`src/rtl/uart_pkg.sv`:
```
// ============================================================================
// uart_pkg : shared UART constants and launch-sequencer state encoding
// Revision : 1.0
// ============================================================================
`default_nettype none

package uart_pkg;
  localparam int DEFAULT_DATA_WIDTH = 8;

  localparam logic [0:0] S_IDLE      = 1'b0;
  localparam logic [0:0] S_WAIT_DONE = 1'b1;
endpackage

`default_nettype wire

```
`src/rtl/sync_fifo.sv`:
```
// ============================================================================
// sync_fifo : circular FIFO with registered occupancy count and pop port
// Revision  : 1.0
// ============================================================================
`default_nettype none

module sync_fifo #(
  parameter int DEPTH_LOG2 = 4,
  parameter int DATA_WIDTH = 8
) (
  input  logic                  i_clk,
  input  logic                  i_reset_n,
  input  logic                  i_push,
  input  logic [DATA_WIDTH-1:0] i_push_data,
  input  logic                  i_pop,
  output logic [DATA_WIDTH-1:0] o_pop_data,
  output logic                  o_full,
  output logic                  o_empty,
  output logic [DEPTH_LOG2:0]   o_count
);
  localparam int                  DEPTH      = 1 << DEPTH_LOG2;
  localparam logic [DEPTH_LOG2:0] FULL_COUNT = (DEPTH_LOG2+1)'(DEPTH);
  localparam logic [DEPTH_LOG2:0] CNT_ONE    = (DEPTH_LOG2+1)'(1);
  localparam logic [DEPTH_LOG2-1:0] PTR_ONE  = (DEPTH_LOG2)'(1);

  logic [DATA_WIDTH-1:0] mem_q [DEPTH];
  logic [DEPTH_LOG2-1:0] wr_ptr_q, wr_ptr_d;
  logic [DEPTH_LOG2-1:0] rd_ptr_q, rd_ptr_d;
  logic [DEPTH_LOG2:0]   count_q, count_d;
  logic                  push_ok;
  logic                  pop_ok;

  // Acceptance is judged on the registered count only, so a same-cycle pop
  // never makes room for a write into a full FIFO.
  assign push_ok = i_push && (count_q != FULL_COUNT);
  assign pop_ok  = i_pop && (count_q != '0);

  always_comb begin
    wr_ptr_d = wr_ptr_q;
    rd_ptr_d = rd_ptr_q;
    count_d  = count_q;
    if (push_ok) wr_ptr_d = wr_ptr_q + PTR_ONE;
    if (pop_ok)  rd_ptr_d = rd_ptr_q + PTR_ONE;
    case ({push_ok, pop_ok})
      2'b10:   count_d = count_q + CNT_ONE;
      2'b01:   count_d = count_q - CNT_ONE;
      default: count_d = count_q;
    endcase
  end

  always_ff @(posedge i_clk or negedge i_reset_n) begin
    if (!i_reset_n) begin
      wr_ptr_q <= '0;
      rd_ptr_q <= '0;
      count_q  <= '0;
    end else begin
      wr_ptr_q <= wr_ptr_d;
      rd_ptr_q <= rd_ptr_d;
      count_q  <= count_d;
    end
  end

  always_ff @(posedge i_clk) begin
    if (push_ok) mem_q[wr_ptr_q] <= i_push_data;
  end

  assign o_pop_data = mem_q[rd_ptr_q];
  assign o_full     = (count_q == FULL_COUNT);
  assign o_empty    = (count_q == '0);
  assign o_count    = count_q;
endmodule

`default_nettype wire

```
`src/rtl/uart_tx_fifo.sv`:
```
// ============================================================================
// uart_tx_fifo : byte FIFO plus launch sequencer feeding UART_Tx
// Revision     : 1.0
// ============================================================================
`default_nettype none

module uart_tx_fifo
  import uart_pkg::*;
#(
  parameter int DEPTH_LOG2 = 4,
  parameter int DATA_WIDTH = DEFAULT_DATA_WIDTH
) (
  input  logic                  i_clk,
  input  logic                  i_reset_n,
  input  logic                  i_wrStrobe,
  input  logic [DATA_WIDTH-1:0] i_wrByte,
  input  logic                  i_clearFlags,
  output logic                  o_full,
  output logic                  o_empty,
  output logic [DEPTH_LOG2:0]   o_count,
  output logic                  o_overflowFlag,
  output logic                  o_txStart,
  output logic [DATA_WIDTH-1:0] o_txByte,
  input  logic                  i_txActive,
  input  logic                  i_txDoneStrobe,
  output logic                  o_busy
);
  logic [0:0]            state_q, state_d;
  logic                  tx_start_q, tx_start_d;
  logic [DATA_WIDTH-1:0] tx_byte_q, tx_byte_d;
  logic                  overflow_q, overflow_d;
  logic                  pop;
  logic [DATA_WIDTH-1:0] fifo_rd_data;
  logic                  fifo_full;
  logic                  fifo_empty;
  logic [DEPTH_LOG2:0]   fifo_count;

  sync_fifo #(
    .DEPTH_LOG2 (DEPTH_LOG2),
    .DATA_WIDTH (DATA_WIDTH)
  ) u_fifo (
    .i_clk       (i_clk),
    .i_reset_n   (i_reset_n),
    .i_push      (i_wrStrobe),
    .i_push_data (i_wrByte),
    .i_pop       (pop),
    .o_pop_data  (fifo_rd_data),
    .o_full      (fifo_full),
    .o_empty     (fifo_empty),
    .o_count     (fifo_count)
  );

  always_comb begin
    state_d    = state_q;
    tx_start_d = 1'b0;
    tx_byte_d  = tx_byte_q;
    pop        = 1'b0;
    overflow_d = overflow_q;
    // Set is applied after clear so a drop in the clear cycle is not lost.
    if (i_clearFlags)             overflow_d = 1'b0;
    if (i_wrStrobe && fifo_full)  overflow_d = 1'b1;
    case (state_q)
      S_IDLE: begin
        if (!fifo_empty && !i_txActive) begin
          pop        = 1'b1;
          tx_start_d = 1'b1;
          tx_byte_d  = fifo_rd_data;
          state_d    = S_WAIT_DONE;
        end
      end
      S_WAIT_DONE: begin
        if (i_txDoneStrobe) state_d = S_IDLE;
      end
      default: state_d = S_IDLE;
    endcase
  end

  always_ff @(posedge i_clk or negedge i_reset_n) begin
    if (!i_reset_n) begin
      state_q    <= S_IDLE;
      tx_start_q <= 1'b0;
      tx_byte_q  <= '0;
      overflow_q <= 1'b0;
    end else begin
      state_q    <= state_d;
      tx_start_q <= tx_start_d;
      tx_byte_q  <= tx_byte_d;
      overflow_q <= overflow_d;
    end
  end

  assign o_full         = fifo_full;
  assign o_empty        = fifo_empty;
  assign o_count        = fifo_count;
  assign o_overflowFlag = overflow_q;
  assign o_txStart      = tx_start_q;
  assign o_txByte       = tx_byte_q;
  assign o_busy         = (fifo_count != '0) || (state_q == S_WAIT_DONE);
endmodule

`default_nettype wire

```
`config.mk`:
```
export PLATFORM = sky130hd
export DESIGN_NAME = uart_tx_fifo
export DESIGN_NICKNAME = d
export VERILOG_FILES = /design/src/rtl/uart_pkg.sv /design/src/rtl/sync_fifo.sv /design/src/rtl/uart_tx_fifo.sv
export SDC_FILE = /design/constraint.sdc
export NUM_CORES = 1
export LEC_CHECK = 0
export ABC_CLOCK_PERIOD_IN_PS = 6200
export CORE_ASPECT_RATIO = 1.25
export CORE_UTILIZATION = 35
export DETAILED_ROUTE_END_ITERATION = 6
export PLACE_DENSITY = 0.58
export SYNTH_ARGS = -nofsm -noshare
export SYNTH_HDL_FRONTEND = slang
export SYNTH_SLANG_ARGS = --single-unit
export TNS_END_PERCENT = 100
```
`constraint.sdc`:
```
create_clock -name i_clk -period 6.2 [get_ports i_clk]
set_input_delay 0.62 -clock i_clk [delete_from_list [all_inputs] [get_ports i_clk]]
set_output_delay 0.62 -clock i_clk [all_outputs]
set_load 0.005 [all_outputs]
```
==> results.cfg, run 1 <==
[run_status]
status = complete, but fails checks
violations = design-rule violations

[synthesis]
avgSynthCellArea_um2 = 18.6
synth_top_area_share_pct = 62.1
ys_warn_count = 0
synth.distinct_cells = 34
synthesis.nets = 357
synth_top_cell_by_area = edfxtp_1
ys_ff_latch = 152
synthCells = 333
synth_area_leaders = edfxtp_1 62%, dfrtp_1 9.7%, mux4_1 6.4%, mux4_2 6.2%, ha_1 1.8%
async_reset_ff_share_pct = 15.8
ys_seq_area_share_pct = 71.8
yosys.cell_count.top_type = edfxtp_1
ys.flop_type = edfxtp_1
synth-edff-count = 128
yosys-top-cells-count = 128 x edfxtp_1, 30 x nand2_1, 24 x dfrtp_1
syn_area_mm2 = 0.00619

[cts]
path_clk_slew_ns = 0.06
post_cts_resized = 0
clockBufferDepth = 2
clock_latency_ns = 0.42
post_cts_buffers = 0
hold_buffers = 0
cts_tree = built
cts.sinks = 152
cts_root_buf = clkbuf_16
htreeDepth = 4
cts_buffers = 17

[sta]
slew-limit-headroom_pct = 25.7
slew_violations = 0
max_freq_ghz = 0.286
fin_crit_ns = 3.49
tns_ns = 0
tightest_slew_ns = 1.11
post-route-period-util_pct = 56.3
fin_skew_ns = 0.00686
hold_viol_final = 0
rsz0062_at_grt = false
setup_viol = 0
setup_ws_ns = 2.71

[grt]
grt_pass1_wl_um = 17100
grt_overflow = 0
grtUsageTotal_pct = 13.1
grt_max_degree = 36
antenna_found_initial = 0
grt_pass1_vias = 3030

[setup_path]
crit_required_ns = 6.51
end_kind = flip-flop
startpoint_type = flip-flop
path_class = reg -> reg
cp.arrival_ns = 3.80
path_max_fanout = 21

[place]
preCtsSetupSlack_ns = 2.56
dp.cells = 575
place_congestion = 0.780
dp_hpwl_um = 6870
portBuffers = 31

[finish]
layout.cells.non_filler = 607
n_fill_cell = 1492
diodes = 0
final_nets = 394
final_util_pct = 41.9
syn_to_final_growth_pct = 17.6
drive_gt1_share_pct = 17.0

[floorplan]
dieArea_mm2 = 0.0182
rows = 54
die_w_um = 121
coreArea_mm2 = 0.0174
die_y_um = 151
start_util_pct = 35.7
io_pins = 32

[flow_run]
max_cap_violations = 0

[drt]
wire_per_inst_um = 18.0
ant_nets = 0
first_pass_iters = 6
drcViolationCount = 2
num_vias = 2918
wirelength_um = 10900
drt_iter0_drc = 245
routed_via_density = 4.81

[power_and_ir_drop]
p_total_mw = 3.31
ir_drop_v = 0.000197
leakage_nw = 2.53
powerDensity_mw_per_mm2 = 454

[min_path]
hold_path_class = reg -> reg
state kept, by name, summed over array words and instances, names as in the netlist:
name / cells
state_q: 1
u_fifo.wr_ptr_q: 4
u_fifo.o_count: 5
o_overflowFlag: 1
u_fifo.mem_q: 128
o_txStart: 1
o_txByte: 8
u_fifo.rd_ptr_q: 4
cells in the final DEF, fill, tap and decap left out, drive strengths merged:
master,n
a21o,1
a21oi,2
a22o,1
and2,1
buf,5
bufinv,2
clkbuf,18
clkdlybuf4s50,31
clkinv,3
clkinvlp,3
dfrtp,24
edfxtp,128
fa,1
ha,9
inv,18
mux2,8
mux2i,9
mux4,32
nand2,30
nand2b,2
nand3,1
nand4,2
nor2,12
nor2b,2
nor3,4
nor4,1
o21ai,21
or3,1
or3b,1
xnor2,8
xor2,2
metal layers:
| metal | track usage (%) | vias to the layer above | wire length, um |
|---|---|---|---|
| met5 | 0 | - | 0 |
| met4 | 6.11 | 0 | 137 |
| met3 | 2.73 | 13 | 230 |
| met2 | 22.4 | 44 | 5750 |
| met1 | 16.0 | 1486 | 4820 |
| li1 | - | 1375 | - |
layout make-up:
| type | count | area (um^2) | share of cell area, % |
|---|---|---|---|
| inverter | 12 | 45.0 | 0.619 |
| multi-input combinational | 151 | 1570 | 21.6 |
| clock inverter | 14 | 164 | 2.25 |
| timing repair buffer | 36 | 348 | 4.78 |
| sequential | 152 | 4450 | 61.0 |
| clock buffer | 18 | 429 | 5.89 |
| tap | 224 | 280 | 3.85 |
critical path: stages, from the launching register on:
cell	delay [ns]
dfrtp_1	0.42
nor4_1	0.38
nor2b_1	0.26
or3_1	0.57
inv_1	0.10
ha_1	0.28
ha_1	0.33
nor2b_1	0.14
o21ai_0	0.22
a21oi_1	0.10
or3b_2	0.45
xnor2_1	0.13
path summary, 6_finish.rpt:
kind | to | cells after the start | from | slack (ns)
max in group asynchronous | u_fifo.rd_ptr_q[0]$_DFFE_PN0P_ | 1 | i_reset_n | 4.66
worst max register to register | u_fifo.o_count[4]$_DFFE_PN0P_ | 11 | u_fifo.o_count[0]$_DFFE_PN0P_ | 2.71
worst min-delay path | o_txByte[7]$_DFFE_PN0P_ | 2 | o_txByte[7]$_DFFE_PN0P_ | 0.49
worst min register to register | o_txByte[7]$_DFFE_PN0P_ | 2 | o_txByte[7]$_DFFE_PN0P_ | 0.49
worst max-delay path | u_fifo.o_count[4]$_DFFE_PN0P_ | 11 | u_fifo.o_count[0]$_DFFE_PN0P_ | 2.71
min in group asynchronous | o_overflowFlag$_DFFE_PN0P_ | 1 | i_reset_n | 0.80
metrics by stage:
stage,hold slack (ns),instance area [um^2]
floorplan,0.324,6190
global placement,0.470,6690
detailed placement,0.478,6690
CTS,0.493,7280
global route,0.515,7280
finish,0.487,7280
cells by family (layout without fill, tap and decap cells):
kind of cell    after synthesis  in the layout  synth area share, %
flops                       152            152                 71.8
mux                          49             49                 15.5
xor+xnor                     10             10                 1.41
compound gates               25             25                 2.18
buf+inv                      30             80                 3.03
fa+ha+maj                    10             10                 2.14
simple gates                 57             57                 4.00
report_power, final:
group	internal (mW)	switching, mW	total, mW
logic	0.463	0.457	0.920
registers	1.27	0.0919	1.36
clock network	0.604	0.417	1.02
total	2.34	0.966	3.31
(Power assumes the default switching activity.)
==> inputs of run 2 (changes only) <==
- ABC_CLOCK_PERIOD_IN_PS: 6200 -> 3600
- clock period: 6.2 -> 3.6 ns (I/O delays scaled with it)
==> run 2 against run 1 <==
  * The flow still finishes with violations (design-rule violations)
  * Clock skew is 0.0020 ns higher
  * Combinational power grew 63%
  * Clock power up 75%
  * First-iteration DRC count is 21% lower
  * Sequential power grew 83%
  * Core utilization grew 0.53 points
  * Clock-buffer cell count stayed put
  * Critical path type unchanged
  * Global-route usage is 0.34 points higher
  * Sequential share of layout area is 0.76 points lower
  * Die area unchanged
  * Register-to-register slack worse by 2.1 ns
==> results.cfg, run 2 (synthesized netlist as in run 1, its figures left out) <==
[run_status]
status = complete, but fails checks
violations = design-rule violations

[grt]
grt_pass1_vias = 3101
antenna_found_initial = 0
grt_pass1_wl_um = 17700
grtUsageTotal_pct = 13.5
grt_overflow = 0
grt_max_degree = 25

[sta]
fin_crit_ns = 3.03
setup_ws_ns = 0.567
rsz0062_at_grt = false
slew_violations = 0
max_freq_ghz = 0.330
post-route-period-util_pct = 84.2
slew-limit-headroom_pct = 25.4
fin_skew_ns = 0.00887
tightest_slew_ns = 1.12
setup_viol = 0
hold_viol_final = 0
tns_ns = 0

[drt]
wirelength_um = 11200
ant_nets = 0
drt_iter0_drc = 194
wire_per_inst_um = 18.1
routed_via_density = 4.83
num_vias = 2992
m1WireLength_um = 4920
met3_length_um = 273
route.met2.wl_um = 5790
drcViolationCount = 2
first_pass_iters = 6
top_layer_used = met4

[power_and_ir_drop]
ir_drop_v = 0.000298
p_total_mw = 5.77
powerDensity_mw_per_mm2 = 782
leakage_nw = 2.59

[cts]
cts_buffers = 17
cts.sinks = 152
cts_root_buf = clkbuf_16
cts_tree = built
clock_latency_ns = 0.42
hold_buffers = 0
clockBufferDepth = 2
post_cts_resized = 0
htreeDepth = 4
post_cts_buffers = 0
path_clk_slew_ns = 0.07

[min_path]
min_to = o_txByte[2]$_DFFE_PN0P_
hold_path.startpoint = o_txByte[2]$_DFFE_PN0P_
whs_path_depth = 2
hold_path_class = reg -> reg

[place]
place_congestion = 0.745
dp_hpwl_um = 7330
place_area_mm2 = 0.00678
portBuffers = 31
preCtsSetupSlack_ns = 0.572

[finish]
regArea_mm2 = 0.00445
multi_input_area_mm2 = 0.00156
top_register = u_fifo.mem_q
diodes = 0
drive_gt1_share_pct = 19.0
syn_to_final_growth_pct = 19.1
layout_common_cells = 128 x edfxtp_1, 31 x clkdlybuf4s50_1, 30 x nand2_1
n_fill_cell = 1491
layout_commonest_cell = edfxtp_1
largest_reg_flops = 128
final_nets = 406
final_area_mm2 = 0.00737

[floorplan]
rows = 54
die_w_um = 121
start_util_pct = 35.7
die_y_um = 151
coreArea_mm2 = 0.0174
dieArea_mm2 = 0.0182
io_pins = 32

[setup_path]
cp.arrival_ns = 3.34
r2r-start = u_fifo.o_count[0]$_DFFE_PN0P_
timing.rr.end = u_fifo.o_count[4]$_DFFE_PN0P_
rr_worst_depth = 12
startpoint_type = flip-flop
path_class = reg -> reg
path_max_fanout = 9
crit_required_ns = 3.91
r2r_slack_ns = 0.57
end_kind = flip-flop

[flow_run]
max_cap_violations = 0
run 2: how the worst max path moves through the flow:
stage                             startpoint                             to  slack (ns)
3_3_place_gp   u_fifo.o_count[0]$_DFFE_PN0P_  u_fifo.o_count[4]$_DFFE_PN0P_        0.64
3_5_place_dp   u_fifo.o_count[0]$_DFFE_PN0P_  u_fifo.o_count[4]$_DFFE_PN0P_        0.57
2_1_floorplan  u_fifo.o_count[0]$_DFFE_PN0P_  u_fifo.o_count[4]$_DFFE_PN0P_        0.68
4_1_cts        u_fifo.o_count[0]$_DFFE_PN0P_  u_fifo.o_count[4]$_DFFE_PN0P_        0.57
5_1_grt        u_fifo.o_count[1]$_DFFE_PN0P_  u_fifo.o_count[4]$_DFFE_PN0P_        0.40
6_report       u_fifo.o_count[0]$_DFFE_PN0P_  u_fifo.o_count[4]$_DFFE_PN0P_        0.57
run 2: cell type report:
type | instances | area share (%)
sequential | 152 | 60.3
multi-input combinational | 151 | 21.2
timing repair buffer | 48 | 6.11
clock buffer | 18 | 5.82
tap | 224 | 3.80
clock inverter | 14 | 2.21
inverter | 12 | 0.611
run 2: stage by stage:
stage                     util [%]  hold slack, ns  cells
after global routing          42.5           0.510    619
after detailed placement      39.1           0.478    587
final                         42.5           0.483    619
after floorplan                  -          0.0644    333
after CTS                     42.5           0.492    619
after global placement        39.1           0.469    587
run 2: worst max-delay path, cell delays in order (launching register included):
cell,delay (ns)
dfrtp_1,0.42
nor4_1,0.36
nand2_1,0.14
and2_1,0.28
inv_1,0.09
ha_1,0.22
inv_1,0.10
fa_1,0.40
nor2b_1,0.11
o21ai_0,0.11
nand3_1,0.10
or3b_2,0.45
xnor2_1,0.13
run 2: power by group:
group	switching [mW]	internal [mW]	leakage [nW]	total (mW)
logic	0.642	0.854	0.863	1.50
registers	0.307	2.19	1.45	2.49
clock network	0.738	1.04	0.284	1.78
run 2: layer usage:
metal / up-vias / global-route usage (%)
met5: - / 0
met4: 0 / 5.93
met3: 19 / 2.35
met2: 53 / 23.4
met1: 1527 / 16.4
li1: 1393 / -
